--- config.mk ---
export PLATFORM = sky130hd
export DESIGN_NAME = eth_tx_stage_seq
export DESIGN_NICKNAME = d
export VERILOG_FILES = /design/src/rtl/eth_tx_pkg.sv /design/src/rtl/eth_crc32_byte.sv /design/src/rtl/eth_tx_stage_seq.sv
export SDC_FILE = /design/constraint.sdc
export NUM_CORES = 1
export LEC_CHECK = 0
export CAP_MARGIN = 20
export CORE_MARGIN = 1.5
export CORE_UTILIZATION = 50
export DETAILED_ROUTE_END_ITERATION = 12
export PLACE_DENSITY = 0.77
export SETUP_SLACK_MARGIN = 0.5
export SLEW_MARGIN = 15
export SYNTH_ARGS = -nofsm -noshare
export SYNTH_HDL_FRONTEND = slang
export SYNTH_HIERARCHICAL = 1
export SYNTH_SLANG_ARGS = --single-unit
export TNS_END_PERCENT = 1
--- constraint.sdc ---
create_clock -name clk -period 3.18 [get_ports clk]
set_input_delay 0.954 -clock clk [delete_from_list [all_inputs] [get_ports clk]]
set_output_delay 0.954 -clock clk [all_outputs]
set_load 0.005 [all_outputs]
--- src/rtl/eth_tx_pkg.sv ---
// Shared types and constants for the Ethernet TX encapsulation sequencer.
// The FCS_EN macro controls whether the FCS stage encoding can appear on stage_oh.
package eth_tx_pkg;

    typedef enum logic [2:0] {
        IDLE,
        PRE,
        SFD,
        PAY,
        PAD,
        FCS,
        IFG
    } state_t;

    localparam logic [7:0]  PREAMBLE_BYTE = 8'h55;
    localparam logic [7:0]  SFD_BYTE      = 8'hD5;
    localparam logic [31:0] CRC_POLY      = 32'h04C11DB7;
    localparam logic [31:0] CRC_INIT      = 32'hFFFF_FFFF;

    localparam logic [3:0] STAGE_IDLE = 4'b0000;
    localparam logic [3:0] STAGE_PRE  = 4'b0001;
    localparam logic [3:0] STAGE_PAY  = 4'b0010;
    localparam logic [3:0] STAGE_PAD  = 4'b0100;
    localparam logic [3:0] STAGE_FCS  = 4'b1000;

    function automatic logic [3:0] stage_of(input state_t s);
        logic [3:0] oh;
        oh = STAGE_IDLE;
        case (s)
            PRE, SFD: oh = STAGE_PRE;
            PAY:      oh = STAGE_PAY;
            PAD:      oh = STAGE_PAD;
`ifdef FCS_EN
            FCS:      oh = STAGE_FCS;
`endif
            default:  oh = STAGE_IDLE;
        endcase
        return oh;
    endfunction

endpackage

--- src/rtl/eth_crc32_byte.sv ---
// Combinational CRC-32 (reflected, LSB-first) update by one data byte.
// Only instantiated when FCS_EN is defined.
module eth_crc32_byte
    import eth_tx_pkg::*;
(
    input  logic [31:0] crc_in,
    input  logic [7:0]  data,
    output logic [31:0] crc_out
);

    localparam logic [31:0] POLY_REF = {<<{CRC_POLY}};

    always_comb begin
        crc_out = crc_in;
        for (int unsigned i = 0; i < 8; i++) begin
            if (crc_out[0] ^ data[i]) begin
                crc_out = (crc_out >> 1) ^ POLY_REF;
            end else begin
                crc_out = crc_out >> 1;
            end
        end
    end

endmodule

--- src/rtl/eth_tx_stage_seq.sv ---
// Ethernet TX encapsulation sequencer: preamble, SFD, payload pass-through, pad,
// optional FCS (macro FCS_EN) and inter-frame gap.
module eth_tx_stage_seq
    import eth_tx_pkg::*;
#(
    parameter int PRE_LEN = 7,
    parameter int MIN_LEN = 60,
    parameter int MAX_LEN = 1514,
    parameter int IFG_LEN = 12,
    parameter int CNT_W   = 11
) (
    input  logic       clk,
    input  logic       rst,
    input  logic [7:0] s_data,
    input  logic       s_valid,
    input  logic       s_last,
    output logic       s_ready,
    output logic [7:0] m_data,
    output logic       m_valid,
    output logic       m_last,
    input  logic       m_ready,
    output logic [3:0] stage_oh,
    output logic       busy,
    output logic       err_oversize
);

    state_t             state_q, state_d;
    logic [CNT_W-1:0]   cnt_q, cnt_d;
    logic               ovf_q, ovf_d;
    logic [3:0]         stage_oh_q, stage_oh_d;

    logic [7:0]         m_data_c;
    logic               m_valid_c, m_last_c, s_ready_c, err_c;

`ifdef FCS_EN
    logic [31:0]        crc_q, crc_d, crc_next;
    logic [7:0]         crc_byte;
    logic               crc_en;

    eth_crc32_byte u_crc (
        .crc_in  (crc_q),
        .data    (crc_byte),
        .crc_out (crc_next)
    );
`endif

    always_comb begin
        state_d   = state_q;
        cnt_d     = cnt_q;
        ovf_d     = ovf_q;
        m_data_c  = '0;
        m_valid_c = 1'b0;
        m_last_c  = 1'b0;
        s_ready_c = 1'b0;
        err_c     = 1'b0;
`ifdef FCS_EN
        crc_en    = 1'b0;
        crc_byte  = '0;
        crc_d     = crc_q;
`endif
        unique case (state_q)
            IDLE: begin
                ovf_d = 1'b0;
`ifdef FCS_EN
                crc_d = CRC_INIT;
`endif
                if (s_valid) begin
                    state_d = PRE;
                    cnt_d   = '0;
                end
            end
            PRE: begin
                m_data_c  = PREAMBLE_BYTE;
                m_valid_c = 1'b1;
                if (m_ready) begin
                    if (cnt_q == CNT_W'(PRE_LEN - 1)) begin
                        state_d = SFD;
                        cnt_d   = '0;
                    end else begin
                        cnt_d = cnt_q + 1'b1;
                    end
                end
            end
            SFD: begin
                m_data_c  = SFD_BYTE;
                m_valid_c = 1'b1;
                if (m_ready) begin
                    state_d = PAY;
                    cnt_d   = '0;
                    ovf_d   = 1'b0;
                end
            end
            PAY: begin
                // Past MAX_LEN the client is drained without forwarding or counting.
                if (cnt_q == CNT_W'(MAX_LEN)) begin
                    s_ready_c = 1'b1;
                    err_c     = s_valid & ~ovf_q;
                    if (s_valid) ovf_d = 1'b1;
                end else begin
                    m_data_c  = s_data;
                    m_valid_c = s_valid;
                    s_ready_c = m_ready;
`ifndef FCS_EN
                    m_last_c  = s_last && (cnt_q >= CNT_W'(MIN_LEN - 1));
`endif
                end
                if (s_valid && s_ready_c) begin
                    if (cnt_q != CNT_W'(MAX_LEN)) begin
                        cnt_d = cnt_q + 1'b1;
`ifdef FCS_EN
                        crc_en   = 1'b1;
                        crc_byte = s_data;
`endif
                    end
                    if (s_last && (cnt_q < CNT_W'(MIN_LEN - 1))) begin
                        state_d = PAD;
                    end else if (s_last) begin
`ifdef FCS_EN
                        state_d = FCS;
`else
                        state_d = IFG;
`endif
                        cnt_d = '0;
                    end
                end
            end
            PAD: begin
                m_valid_c = 1'b1;
`ifndef FCS_EN
                m_last_c  = (cnt_q == CNT_W'(MIN_LEN - 1));
`endif
                if (m_ready) begin
`ifdef FCS_EN
                    crc_en = 1'b1;
`endif
                    if (cnt_q == CNT_W'(MIN_LEN - 1)) begin
`ifdef FCS_EN
                        state_d = FCS;
`else
                        state_d = IFG;
`endif
                        cnt_d = '0;
                    end else begin
                        cnt_d = cnt_q + 1'b1;
                    end
                end
            end
`ifdef FCS_EN
            FCS: begin
                m_data_c  = ~crc_q[{cnt_q[1:0], 3'b000} +: 8];
                m_valid_c = 1'b1;
                m_last_c  = (cnt_q[1:0] == 2'd3);
                if (m_ready) begin
                    if (cnt_q[1:0] == 2'd3) begin
                        state_d = IFG;
                        cnt_d   = '0;
                    end else begin
                        cnt_d = cnt_q + 1'b1;
                    end
                end
            end
`endif
            IFG: begin
                if (cnt_q == CNT_W'(IFG_LEN - 1)) begin
                    state_d = IDLE;
                    cnt_d   = '0;
                end else begin
                    cnt_d = cnt_q + 1'b1;
                end
            end
            default: begin
                state_d = IDLE;
                cnt_d   = '0;
            end
        endcase
`ifdef FCS_EN
        if (crc_en) crc_d = crc_next;
`endif
        stage_oh_d = stage_of(state_d);
    end

    always_ff @(posedge clk) begin
        if (!rst) begin
            state_q    <= IDLE;
            cnt_q      <= '0;
            ovf_q      <= 1'b0;
            stage_oh_q <= STAGE_IDLE;
`ifdef FCS_EN
            crc_q      <= CRC_INIT;
`endif
        end else begin
            state_q    <= state_d;
            cnt_q      <= cnt_d;
            ovf_q      <= ovf_d;
            stage_oh_q <= stage_oh_d;
`ifdef FCS_EN
            crc_q      <= crc_d;
`endif
        end
    end

    // Gated by rst so outputs are quiet for the whole reset cycle, not just after the edge.
    assign m_data       = m_data_c;
    assign m_valid      = rst & m_valid_c;
    assign m_last       = rst & m_last_c;
    assign s_ready      = rst & s_ready_c;
    assign err_oversize = rst & err_c;
    assign busy         = rst & (state_q != IDLE);
    assign stage_oh     = rst ? stage_oh_q : STAGE_IDLE;

endmodule

# Word-level counts from Yosys, hierarchy flattened
# Cells that the tools add are included.
[word_totals] in_bits=13 mem_bits_ro=0 regBits=19 latch_bits=0 out_inout_bits=17 mem_count=0 word_cells=85 ramBits=0
[op_classes] n_mux=40 n_addsub=1 reduce_logical=10 n_eq_ne=21 magnitude_cmp=2 bitwise=7 n_shift=0 div=0 multipliers=0
[ops] operator="two-way mux 11 bit" count=11
[ops] operator="case mux 11 bit (6 select lines)" count=1
[ops] operator="two-way mux 3 bit" count=10
[ops] operator="case mux 8 bit (3 select lines)" count=1
[ops] operator="case mux 3 bit (6 select lines)" count=1
[ops] operator="!= test 2 bit, second input constant" count=7
[ops] operator="equality test 3 x 2 -> 1 bit, second input constant" count=4
[ops] operator="adder 11 x 1 -> 11 bit, second input constant" count=1
[ops] operator="equality test 11 bit, second input constant" count=1
[ops] operator="equality test 11 x 3 -> 1 bit, second input constant" count=1
[ops] operator="equality test 11 x 4 -> 1 bit, second input constant" count=1
[ops] operator="equality test 11 x 6 -> 1 bit, second input constant" count=1
[ops] operator="greater-or-equal comparator 11 x 6 -> 1 bit, second input constant" count=1
[ops] operator="< comparator 11 x 6 -> 1 bit, second input constant" count=1
[ops] operator="!= test 11 bit, second input constant" count=1
[ops] operator="two-way mux 1 bit" count=10
[ops] operator="equality test 3 bit, second input constant" count=3
[ops] operator="case mux 3 bit (3 select lines)" count=1
[ops] operator="two-way mux 8 bit" count=1
[ops] operator="bitwise AND 1 bit" count=6
[ops] operator="equality test 3 x 1 -> 1 bit, second input constant" count=2
[ops] operator="nonzero test 3 bit" count=2
[ops] operator="AND reduction 5 bit" count=1
[ops] operator="two-way mux 4 bit" count=1
[ops] operator="other kinds (8)" count=11

# Longest topological paths before layout
# Gate-level depths: netlist of run 1.
[logic_depth] depth_word=9 depth_mapped=8 depth_no_buf=7

# Worst setup path after synthesis of run 1
# No wires, ideal clock.
[synth_timing] kind="register to output" startpoint="register cnt_q[0]" endpoint="output m_valid" arrival_time_ns=1.668 required_time_ns=2.226 setup_slack_ns=0.558 path_buffers=1 path_stages_with_launch=9 cell_sequence="dfxtp_1 inv_1 ha_1 nand4b_1 or3_2 clkbuf_1 nand2_1 a21o_1 a211oi_1"
[synth_between] elab_chain_len=4
[synth_rtl] item="start: declaration" line_no="eth_tx_stage_seq.sv:28" text="logic [CNT_W-1:0] cnt_q, cnt_d;"
[synth_rtl] item="start signal: assignment" line_no="eth_tx_stage_seq.sv:193" text="cnt_q <= cnt_d;"
[synth_rtl] item="equality test 11 bit" line_no="eth_tx_stage_seq.sv:95" text="if (cnt_q == CNT_W'(MAX_LEN)) begin"
[synth_rtl] item="two-way mux 1 bit" line_no="eth_tx_stage_seq.sv:95"
[synth_rtl] item="case mux 1 bit (2 select lines)" line_no="eth_tx_stage_seq.sv:61" text="unique case (state_q)"
[synth_rtl] item="bitwise AND 1 bit" line_no="eth_tx_stage_seq.sv:204" text="assign m_valid = rst & m_valid_c;"
[synth_rtl] item="end: declaration" line_no="eth_tx_stage_seq.sv:19" text="output logic m_valid,"
# Every way passes these cells.

# Final worst setup path of run 1
[layout_timing] startpoint="register cnt_q[10]" endpoint="output m_last"
[layout_between] elab_chain_len=5 elab_cells_between_ends=7 cone_classes="1 x order compare; 2 x eq/ne; 2 x mux; 1 x bitwise; 1 x reduce/logical"
[layout_rtl] item="greater-or-equal comparator 11 x 6 -> 1 bit" line_no="eth_tx_stage_seq.sv:104" text="m_last_c = s_last && (cnt_q >= CNT_W'(MIN_LEN - 1));"
[layout_rtl] item="logical AND 1 bit" line_no="eth_tx_stage_seq.sv:104"
[layout_rtl] item="two-way mux 1 bit" line_no="eth_tx_stage_seq.sv:95"
[layout_rtl] item="case mux 1 bit (2 select lines) (*)" line_no="eth_tx_stage_seq.sv:61"
[layout_rtl] item="bitwise AND 1 bit (*)" line_no="eth_tx_stage_seq.sv:205" text="assign m_last = rst & m_last_c;"
[layout_rtl] item="end: declaration" line_no="eth_tx_stage_seq.sv:20" text="output logic m_last,"
# Every way passes the cells marked *; elsewhere a longest branch is shown, timed or not.

==> results of run 1 <==
## cell families (layout without fill, tap and decap cells)
| family | after synthesis | in the layout |
|---|---|---|
| XOR/XNOR | 3 | 3 |
| other | 1 | 1 |
| adder cells (fa/ha/maj) | 4 | 4 |
| AO/OA/AOI/OAI | 61 | 61 |
| multiplexers | 3 | 3 |
| buffers and inverters | 24 | 74 |
| AND/OR/NAND/NOR | 84 | 85 |
| flip-flops | 18 | 18 |
## worst min path at each step
stage | depth (start not counted) | start | to
final | 2 | cnt_q[8] | cnt_q[8]
after CTS | 2 | cnt_q[8] | cnt_q[8]
after global placement | 1 | ovf_q | ovf_q
after global routing | 2 | cnt_q[8] | cnt_q[8]
after floorplan | 2 | cnt_q[8] | cnt_q[8]
after detailed placement | 2 | cnt_q[8] | cnt_q[8]
## registers in the layout, indices dropped and copies added, names as in the netlist
register,flops
cnt_q,11
ovf_q,1
stage_oh_q,3
state_q,3
## cells in the final DEF (no fill, tap or decap), drive strengths merged, types with 5 or more instances in the layout
cell type	instances
a211oi	6
a21oi	7
a31oi	7
and2	5
and3	8
buf	39
clkbuf	5
clkdlybuf4s15	5
clkdlybuf4s50	12
dfxtp	18
inv	9
nand2	13
nand2b	5
nand3	7
nor2	14
nor3	7
nor4	5
o21ai	10
o311ai	6
or3	6
## worst max-delay path, delay by kind of cell, from the launching register on
family | cells | cell delay [ns]
AO/OA/AOI/OAI | 3 | 0.62
buffers and inverters | 1 | 0.13
flip-flops | 1 | 0.36
AND/OR/NAND/NOR | 1 | 0.57
## final cells by class
cell class	count	area, sq um	share of cell area, %
clock buffer	4	36.3	1.70
inverter	9	33.8	1.58
multi-input combinational	157	1150	53.8
sequential	18	364	17.0
tap	44	55.1	2.58
timing repair buffer	61	497	23.3
## per-stage QoR
step | util (%) | setup slack [ns] | setup TNS [ns] | hold WS [ns] | instance area (sq um)
floorplan | - | 0.558 | 0 | 0.466 | 1590
global placement | 65.2 | -0.326 | -1.00 | 0.490 | 1990
detailed placement | 65.2 | -0.348 | -1.20 | 0.498 | 1990
CTS | 69.5 | 0.242 | 0 | 0.515 | 2120
global route | 70.0 | 0.153 | 0 | 0.538 | 2140
finish | 70.0 | 0.229 | 0 | 0.505 | 2140
## what timing repair did
| action | in CTS | in global routing |
|---|---|---|
| pin swaps | 8 | 3 |
| buffers inserted | 8 | 1 |
| cloned | 1 | 0 |
| setup endpoints to repair | 27 | 23 |
| gates resized for setup | 57 | 5 |
## power by group through the flow
stage | Clock [uW] | Combinational (uW) | Sequential, uW
after floorplan | 0 | 48.7 | 234
after global routing | 158 | 107 | 229
after CTS | 148 | 95.4 | 229
after detailed placement | 0 | 96.9 | 234
after global placement | 0 | 93.7 | 233
final | 147 | 99.8 | 229
## routing by layer
layer | GRT usage (%) | routed length [um]
met1 | 39.9 | 2080
met2 | 53.5 | 2600
met3 | 7.21 | 494
met4 | 8.77 | 110
met5 | 0 | 0
==> qor.csv, run 1 <==
metric,value,unit
clock_sinks,18,
synth-simple-area-share,29.7,%
postCtsHoldBufs,0,
grt_max_degree,19,
vias_per_cell,6.47,
layout-drive-gt1-share,30.9,%
synth_top_area_share,22.6,%
p_per_area,222,nW/um^2
reg2reg_from,cnt_q[0],
synthesis.area,1590,sq um
critPathLaunchType,flop,
p_leak,0.000832,uW
clockBufferDepth,2,
slowest_stage,or4_4,
total_power,475,uW
path_class,flop to output pin,
synthTopCellsByArea,"dfxtp_1 23%, buf_6 3.5%, o311ai_0 3.3%",
cp.arrival,2.00,ns
worstSetupEndpoint,m_last,
antenna_found_initial,0,
core_area,3050,sq um
syn_nets,215,
gr-total-overflow,0,
die_area,3540,sq um
ir_drop,156,uV
p_clk_share,30.9,%
intPower,344,uW
num-fill-cells,249,
synth_ff_type,dfxtp_1,
crit_required,2.23,ns
rsz0062_at_grt,true,
post-place-cells,279,
root_buffer,clkbuf_4,
r2r-end,cnt_q[2],
drt_pass1_iterations,7,
ys_seq_area_share,22.6,%
insertedDiodeCount,0,
dieWidth,59.5,um
synth_top_family_by_area,compound AO/OA/AOI/OAI gates,
max_freq,339,MHz
crit_start,cnt_q[10],
start_util,52.2,%
crit_fanout,4,
layout.nets,267,
hold_viol,0,
cts-htree-levels,1,
cts_buffers,3,
ys_seq_elements,18,
yosys.area.top_type,dfxtp_1,
p_sw,131,uW
pwr-share-seq,48.1,%
num_rows,20,
syn_inst,198,
yosysMostFrequentCell,dfxtp_1,
rr_worst_depth,8,
synth.top_cells.by_count,"18 x dfxtp_1, 13 x nand2_1, 13 x nor2_1",
routed_wl,5280,um
switching_share,27.7,%
worstPathCellList,"or4_4, a311o_1, o2111ai_2, a21oi_1, buf_2",
fin_cells,293,
synth_fa_ha_area_share,3.14,%
ant_nets,0,
num_vias,1897,
cts_tree,done,
async_reset_ff_share,0,%
slew_headroom,37.8,%
period_minus_slack,2.95,ns
status,finished clean,
period_share,92.8,%
num_io_pins,30,
synthXorXnorAreaFrac,1.65,%
netlist-cell-type-count,63,
wl_per_cell,18.0,um
area_growth,34.0,%
min_path_type,flop to flop,
gp_congestion,0.933,
worstMarginPinSlew,0.932,ns
drc,0,
portBuffers,28,
synth_compound_area_share,31.1,%
synth_edf_count,0,
synthMuxAreaShare,1.96,%
clk_latency,0.30,ns
clk_pin_slew,0.11,ns
pwr-share-comb,21.0,%
post-dp-hpwl,3590,um
syn_avg_cell_area,8.05,sq um
grt_pass1_vias,1749,
grt_pass1_wl,8540,um
end_kind,output pin,
track_usage,31.6,%
cap_violations,0,
synth_warnings,6,
drt_iter0_markers,199,
r2r_slack,0.45,ns
critical-path-max-stage-delay,0.57,ns
skew,0.00428,ns
die_y,59.5,um
drv_slew,0,
setup_viol,0,
Power figures use the tool's default switching activity.
==> run 2: changes to the inputs <==
Settings changed: ABC_AREA set to 1, CORE_UTILIZATION 50 to 35, PLACE_DENSITY 0.77 to unset, SLEW_MARGIN 15 to 20.
==> run 2 against run 1 <==
Count of clock-buffer cells in the layout stayed put. Sequential power increased by 3%. Die area rose by 45%. Hold slack worse by 0.014 ns. Highest routed layer unchanged. Critical endpoint is now busy. Critical path depth shrank 1. Setup slack gained 0.24 ns. Register-to-register slack better by 0.77 ns.
==> qor.csv, run 2 <==
metric,value,unit
synthesis.area,1650,sq um
track_usage,19.5,%
min_from,cnt_q[0],
die_area,5130,sq um
cap_violations,0,
skew,0.00136,ns
path_class,input pin to output pin,
p_clk_share,33.7,%
end_kind,output pin,
period_minus_slack,2.71,ns
synth_edf_count,0,
setup_tns,0,ns
grt_max_degree,15,
r2r-end,cnt_q[5],
p_sw,180,uW
post-dp-hpwl,3570,um
drt_pass1_iterations,4,
synth_warnings,6,
layout_common_cells,"85 x nand2_1, 35 x nor2_1, 34 x inv_1",
num_rows,24,
portBuffers,28,
wl_per_cell,12.2,um
cp.arrival,1.76,ns
async_reset_ff_share,0,%
regMostFlops,cnt_q,
crit_required,2.23,ns
p_leak,0.00108,uW
cp_top_family,buffers and inverters,
dieWidth,71.6,um
status,finished clean,
core_area,4440,sq um
slowest_stage,clkdlybuf4s50_1,
switching_share,30.9,%
root_buffer,clkbuf_8,
insertedDiodeCount,0,
syn_avg_cell_area,5.82,sq um
syn_nets,300,
period_share,85.2,%
p_per_area,265,nW/um^2
drv_slew,0,
post-place-cells,367,
synth.top_cells.by_count,"86 x nand2_1, 39 x inv_1, 38 x nor2_1",
max_freq,369,MHz
start_util,37.0,%
ant_nets,0,
layout-drive-gt1-share,25.3,%
fin_cells,380,
grt_pass1_wl,7940,um
synthTopCellsByArea,"dfxtp_1 22%, nand2_1 20%, inv_1 8.9%",
netlist-cell-type-count,34,
syn_inst,283,
rsz0062_at_grt,true,
gr-total-overflow,0,
largest_register_ffs,11,
layout.nets,346,
num-fill-cells,470,
num_vias,1843,
clk_pin_slew,0.07,ns
num_io_pins,30,
rr_worst_depth,12,
die_y,71.6,um
ir_drop,167,uV
top_regs,"cnt_q: 11 flops, stage_oh_q: 3 flops, state_q: 3 flops",
grt_pass1_vias,1724,
area_growth,33.1,%
critical-path-max-stage-delay,0.50,ns
cts_buffers,3,
synth_ff_type,dfxtp_1,
ys_seq_area_share,21.9,%
intPower,401,uW
pwr-share-seq,40.6,%
critical_path_buf_inv_count,3,
antenna_found_initial,0,
clock_sinks,18,
min_path_type,flop to flop,
crit_fanout,6,
routed_wl,4650,um
pwr-share-comb,25.7,%
drt_iter0_markers,92,
setup_viol,0,
drc,0,
synth_top_area_share,21.9,%
min_delay_path_depth,2,
clockBufferDepth,2,
clk_latency,0.26,ns
fin_util,49.3,%
r2r_slack,1.22,ns
total_power,581,uW
cts-htree-levels,1,
hold_viol,0,
holdPathEnd,cnt_q[0],
vias_per_cell,4.85,
yosys.area.top_type,dfxtp_1,
ys_seq_elements,18,
critPathLaunchType,input pin,
yosysMostFrequentCell,nand2_1,
final_common_cell,nand2_1,
cts_tree,done,
reg2reg_from,cnt_q[5],
gp_congestion,0.858,
worstPathCellList,"clkbuf_2, inv_2, nor2_1, clkdlybuf4s50_1",
holdWs,0.491,ns
## run 2: timing repair
item | 4_1_cts | 5_1_grt
gates cloned | 0 | 0
pin swaps | 1 | 6
gates resized for setup | 31 | 36
hold buffers | 0 | 0
buffers inserted | 6 | 3
setup endpoints to repair | 16 | 15
## run 2: area by class of cell
type	instances	area, sq um	area share, %
Clock buffer	4	55.1	2.51
Inverter	50	191	8.74
Multi-Input combinational cell	210	1130	51.5
Sequential cell	18	365	16.7
Tap cell	52	65.1	2.97
Timing Repair Buffer	46	385	17.6
## run 2: per-layer routing
layer	vias up	share of wire, %	global-route usage, %
li1	972	-	-
met1	840	49	25.8
met2	27	47	34.3
met3	4	3.3	3.09
met4	0	0.54	2.52
met5	-	0	0
## run 2: logic make-up (layout without fill, tap and decap cells)
family / after synthesis / count (layout) / synth area share (%)
adders and majority gates: 4 / 4 / 3.04
AOI/OAI and AO/OA: 30 / 30 / 11.5
xor gates and xnor gates: 2 / 2 / 1.06
and+or+nand+nor: 173 / 173 / 49.0
buffers and inverters: 55 / 100 / 13.3
DFF: 18 / 18 / 21.9
other: 1 / 1 / 0.228
## run 2: power groups by stage
stage	clock, uW	combinational [uW]	sequential [uW]
after floorplan	0	93.7	240
after global placement	0	151	241
after detailed placement	0	151	241
after CTS	202	150	236
after global routing	211	169	236
final	196	149	236
## run 2: worst max path at each step
stage	startpoint	end	cells after the start
finish	rst	busy	4
global route	cnt_q[0]	m_data[5]	11
CTS	s_last	m_last	4
detailed placement	s_valid	err_oversize	5
global placement	s_valid	err_oversize	5
floorplan	rst	busy	3
## run 2: through the flow
stage | worst slack [ns] | instance area, sq um
2_1_floorplan | 0.792 | 1650
3_3_place_gp | -0.185 | 2030
3_5_place_dp | -0.201 | 2030
4_1_cts | 0.304 | 2140
5_1_grt | 0.397 | 2190
6_report | 0.470 | 2190
## run 2: worst min-delay path: cells and delay by family (launching register included)
kind | cells | cell delay [ns]
AO/OA/AOI/OAI | 1 | 0.06
buffers and inverters | 1 | 0.07
flip-flops | 1 | 0.33
